--- src/rtl/conway_pkg.sv ---
// rtl/conway_pkg.sv - shared grid constants, streamer states and row slicing
package conway_pkg;

    localparam int GRID_ROWS     = 8;
    localparam int GRID_COLS     = 8;
    localparam int GEN_W_DEFAULT = 16;

    typedef enum logic [1:0] {
        IDLE = 2'd0,
        SEND = 2'd1,
        STEP = 2'd2
    } streamer_state_t;

    // Row r of the grid bus lives at bits [r*GRID_COLS +: GRID_COLS].
    function automatic logic [GRID_COLS-1:0] row_slice(
        input logic [GRID_ROWS*GRID_COLS-1:0] state,
        input logic [$clog2(GRID_ROWS)-1:0]   idx
    );
        return state[idx*GRID_COLS +: GRID_COLS];
    endfunction

endpackage

--- src/rtl/conway_row_mux.sv ---
// rtl/conway_row_mux.sv - combinational row select from the frozen snapshot
module conway_row_mux
    import conway_pkg::*;
#(
    parameter int ROWS = GRID_ROWS,
    parameter int COLS = GRID_COLS
) (
    input  logic [ROWS*COLS-1:0]     snapshot,
    input  logic [$clog2(ROWS)-1:0]  row_idx,
`ifdef STREAMER_PARITY_EN
    output logic                     row_parity,
`endif
    output logic [COLS-1:0]          row_data
);

    generate
        if (ROWS == GRID_ROWS && COLS == GRID_COLS) begin : g_grid
            assign row_data = row_slice(snapshot, row_idx);
        end else begin : g_generic
            assign row_data = snapshot[row_idx*COLS +: COLS];
        end
    endgenerate

`ifdef STREAMER_PARITY_EN
    assign row_parity = ^row_data;
`endif

endmodule

--- src/rtl/conway_state_streamer.sv ---
// rtl/conway_state_streamer.sv - grid snapshot row streamer with step pulse; STREAMER_PARITY_EN adds parity outputs
module conway_state_streamer
    import conway_pkg::*;
#(
    parameter int ROWS  = GRID_ROWS,
    parameter int COLS  = GRID_COLS,
    parameter int GEN_W = GEN_W_DEFAULT
) (
    input  logic                     clk,
    input  logic                     reset,
    input  logic                     start,
    input  logic [ROWS*COLS-1:0]     state_in,
    output logic [COLS-1:0]          row_data,
    output logic [$clog2(ROWS)-1:0]  row_idx,
    output logic                     row_last,
    output logic                     row_valid,
    input  logic                     row_ready,
    output logic [GEN_W-1:0]         gen_count,
`ifdef STREAMER_PARITY_EN
    output logic                     row_parity,
    output logic                     frame_parity,
`endif
    output logic                     step_en,
    output logic                     busy
);

    localparam int IDX_W = $clog2(ROWS);
    localparam logic [IDX_W-1:0] LAST_IDX = IDX_W'(ROWS - 1);

    streamer_state_t         state_q, state_d;
    logic [ROWS*COLS-1:0]    snapshot_q, snapshot_d;
    logic [IDX_W-1:0]        row_idx_q, row_idx_d;
    logic [GEN_W-1:0]        gen_q, gen_d;
`ifdef STREAMER_PARITY_EN
    logic                    frame_parity_q, frame_parity_d;
`endif

    always_ff @(posedge clk) begin
        if (reset) begin
            state_q        <= IDLE;
            snapshot_q     <= '0;
            row_idx_q      <= '0;
            gen_q          <= '0;
`ifdef STREAMER_PARITY_EN
            frame_parity_q <= 1'b0;
`endif
        end else begin
            state_q        <= state_d;
            snapshot_q     <= snapshot_d;
            row_idx_q      <= row_idx_d;
            gen_q          <= gen_d;
`ifdef STREAMER_PARITY_EN
            frame_parity_q <= frame_parity_d;
`endif
        end
    end

    always_comb begin
        state_d        = state_q;
        snapshot_d     = snapshot_q;
        row_idx_d      = row_idx_q;
        gen_d          = gen_q;
`ifdef STREAMER_PARITY_EN
        frame_parity_d = frame_parity_q;
`endif
        row_valid      = 1'b0;
        step_en        = 1'b0;
        unique case (state_q)
            IDLE: begin
                if (start) begin
                    state_d        = SEND;
                    snapshot_d     = state_in;
                    row_idx_d      = '0;
`ifdef STREAMER_PARITY_EN
                    frame_parity_d = ^state_in;
`endif
                end
            end
            SEND: begin
                // Valid stays up until the beat is taken; index only moves on a transfer.
                row_valid = 1'b1;
                if (row_ready) begin
                    if (row_idx_q == LAST_IDX) begin
                        row_idx_d = '0;
                        state_d   = STEP;
                    end else begin
                        row_idx_d = row_idx_q + 1'b1;
                    end
                end
            end
            STEP: begin
                step_en = 1'b1;
                gen_d   = gen_q + 1'b1;
                state_d = IDLE;
            end
            default: state_d = IDLE;
        endcase
    end

    conway_row_mux #(
        .ROWS (ROWS),
        .COLS (COLS)
    ) u_row_mux (
        .snapshot   (snapshot_q),
        .row_idx    (row_idx_q),
`ifdef STREAMER_PARITY_EN
        .row_parity (row_parity),
`endif
        .row_data   (row_data)
    );

`ifdef STREAMER_PARITY_EN
    assign frame_parity = frame_parity_q;
`endif
    assign row_idx   = row_idx_q;
    assign row_last  = row_valid && (row_idx_q == LAST_IDX);
    assign gen_count = gen_q;
    assign busy      = (state_q != IDLE);

endmodule

--- config.mk ---
export PLATFORM = sky130hd
export DESIGN_NAME = conway_state_streamer
export DESIGN_NICKNAME = d
export VERILOG_FILES = /design/src/rtl/conway_pkg.sv /design/src/rtl/conway_row_mux.sv /design/src/rtl/conway_state_streamer.sv
export SDC_FILE = /design/constraint.sdc
export NUM_CORES = 1
export LEC_CHECK = 0
export CAP_MARGIN = 20
export CORE_MARGIN = 8
export CORE_UTILIZATION = 48
export CTS_CLUSTER_DIAMETER = 40
export DETAILED_ROUTE_END_ITERATION = 8
export HOLD_SLACK_MARGIN = 0.05
export PLACE_DENSITY_LB_ADDON = 0.08
export SYNTH_ARGS = -nofsm -noshare
export SYNTH_HDL_FRONTEND = slang
export SYNTH_SLANG_ARGS = --single-unit
--- constraint.sdc ---
create_clock -name clk -period 3.1 [get_ports clk]
set_clock_uncertainty 0.2 [all_clocks]
set_input_delay 0.93 -clock clk [delete_from_list [all_inputs] [get_ports clk]]
set_output_delay 0.93 -clock clk [all_outputs]
set_load 0.01 [all_outputs]
==> flow_summary.yaml <==
floorplan:
  rows: 31
  core_area_um2: 7290
  fp.dieH_um: 103
  initial_utilization_pct: 50.0
  die_area_um2: 10600
  io_pins: 99
  dieWidth_um: 103
drt:
  ant_nets: 0
  wl_per_cell_um: 15.7
  drt-pass1-iter-count: 4
  dr.first_iter.drc_count: 177
  vias: 3321
  avgViaCountPerCell: 5.25
  route.detailed.drc: 0
  drt_wl_total_mm: 9.96
power_and_ir_drop:
  p_leak_nw: 1.90
  p_per_area_nw_per_um2: 461
  ir_drop_mv: 0.247
synthesis:
  synth-seq-area-share_pct: 46.7
  yosysTopAreaCell: "dfxtp_1"
  async_flop_share_pct: 0
  ys.flop_type: "dfxtp_1"
  synth_area_per_cell_um2: 8.32
  synthesis.nets: 509
  postSynthCellCount: 438
  ys_warn_count: 0
  synth_top_cell_area_share_pct: 46.7
  synth_area_um2: 3640
  synth.area.top_cells: "dfxtp_1 47%, nand2_1 17%, mux4_2 9.9%"
  synth_edf_count: 0
  ys_ff_latch: 85
  synth.distinct_cells: 33
global_routing:
  grt_pass1_vias: 3271
  grt.total_usage_pct: 19.2
  gr-total-overflow: 0
  grt_max_degree: 35
  grt_antenna_before_repair: 0
  grt_pass1_wl_mm: 15.6
setup_path:
  start_kind: "register"
  reg2reg_depth: 4
  crit_path_max_fanout: 9
  setup.worst_path.class: "register to output pin"
  required_ns: 1.97
  endpoint_kind: "output pin"
  arrival_ns: 1.84
sta:
  worst_slew_margin_rel_pct: 56.1
  period_share_pct: 95.9
  rsz0062_at_grt: "no"
  hold_viol_final: 0
  fin_setup_tns_ns: 0
  maxSlewViolCount: 0
  max_freq_ghz: 0.336
  fin_crit_ns: 2.97
  setup_violations: 0
  max_slew.worst_pin.slew_ns: 0.658
clock_tree:
  cts-root-buf: "clkbuf_8"
  cts_htree_levels: 3
  cts_buffers: 9
  cts.path.max_buffers: 2
  clock-sinks: 85
  clk_latency_ns: 0.35
  clkTransAtPathRegs_ns: 0.07
  cts_tree: "yes"
  post_cts_buffers: 0
final_layout:
  layout_common_cells: "164 x nand2_1, 88 x clkdlybuf4s50_1, 84 x dfxtp_1"
  regArea_um2: 1700
  drive_gt1_share_pct: 9.74
  final_nets: 600
  syn_to_final_growth_pct: 36.6
  num-fill-cells: 664
  finalInstanceArea_um2: 4980
  diodes: 0
  layout_commonest_cell: "nand2_1"
  multiInputGateArea_um2: 1820
hold_path:
  holdPathStages: 2
  min_path_type: "register to register"
placed_design:
  port_buffers: 98
  place_hpwl_mm: 7.46
  routabilityCongestion: 0.846
  place_area_um2: 4750
outcome:
  status: "finished, final reports clean"
job:
  cap_viol_max_count: 0
area by class of cell:
type	count	area share, %
repair buffers	110	22.3
clock inverters	4	1.11
clock buffers	12	3.12
multi-input cells	320	36.6
well taps	99	2.49
inverters	3	0.226
flip-flops and latches	85	34.2
final timing paths:
| kind | from | endpoint | slack [ns] |
|---|---|---|---|
| worst max register to register | gen_count[3]$_SDFFE_PP0P_ | gen_count[13]$_SDFFE_PP0P_ | 1.12 |
| worst min register to register | snapshot_q[17]$_SDFFE_PP0P_ | snapshot_q[17]$_SDFFE_PP0P_ | 0.25 |
| worst min-delay path | snapshot_q[17]$_SDFFE_PP0P_ | snapshot_q[17]$_SDFFE_PP0P_ | 0.25 |
| worst max-delay path | row_idx[0]$_SDFFE_PP0P_ | row_data[6] | 0.13 |
per-stage QoR:
step                      setup slack (ns)  utilization (%)  power [mW]  hold slack (ns)  std cells
after detailed placement             0.260             65.2        1.51            0.248        616
after floorplan                      0.335                -        1.35            0.233        438
final                                0.128             68.3        2.30            0.255        633
after global placement               0.272             65.2        1.51            0.243        616
after CTS                           0.0776             67.9        2.31            0.258        632
after global routing                0.0243             68.3        2.40            0.281        633
synthesized netlist by cell type, types with 3 or more instances:
| master | n |
|---|---|
| o21ai_0 | 4 |
| mux2i_1 | 3 |
| xor2_1 | 3 |
| nor3_1 | 4 |
| mux4_2 | 16 |
| dfxtp_1 | 85 |
| nand2_1 | 165 |
| a21oi_1 | 70 |
| nor2_1 | 18 |
| clkbuf_1 | 23 |
| buf_2 | 3 |
| xnor2_1 | 9 |
| ha_1 | 3 |
| buf_1 | 4 |
| nor4_1 | 3 |
sequential cells by signal (all words and copies together) (netlist names):
name        flops
snapshot_q     64
state_q         2
gen_count      16
row_idx         3
worst max-delay path: stages, from the launching register on:
cell           delay [ns]
dfxtp_2              0.39
clkbuf_16            0.19
mux4_2               0.50
nand2_1              0.09
nand2_1              0.06
dlygate4sd2_1        0.28
what timing repair did:
| item | CTS | global route |
|---|---|---|
| pin swaps | 0 | 0 |
| hold buffers | 0 | 0 |
| gates resized for setup | 9 | 1 |
| gates cloned | 0 | 1 |
| endpoints found under the setup margin | 9 | 1 |
logic make-up after synthesis:
kind of cell / share of synthesized area [%]
compound gates: 10.5
xor+xnor: 2.88
fa+ha+maj: 1.03
buf+inv: 3.50
flops: 46.7
mux: 10.7
simple gates: 24.6
routing by layer:
metal / track usage (%) / wire length, um / share of wire, % / up-vias
met5: 0 / 0 / 0 / -
met4: 7.45 / 118 / 1.2 / 0
met3: 3.51 / 631 / 6.3 / 10
met2: 32.5 / 5000 / 50 / 104
met1: 23.5 / 4210 / 42 / 1566
li1: - / - / - / 1641
power breakdown:
part | internal (mW) | switching, mW
registers | 1.14 | 0.0372
logic | 0.168 | 0.137
clock network | 0.421 | 0.390
total | 1.73 | 0.564
(Power assumes the default switching activity.)
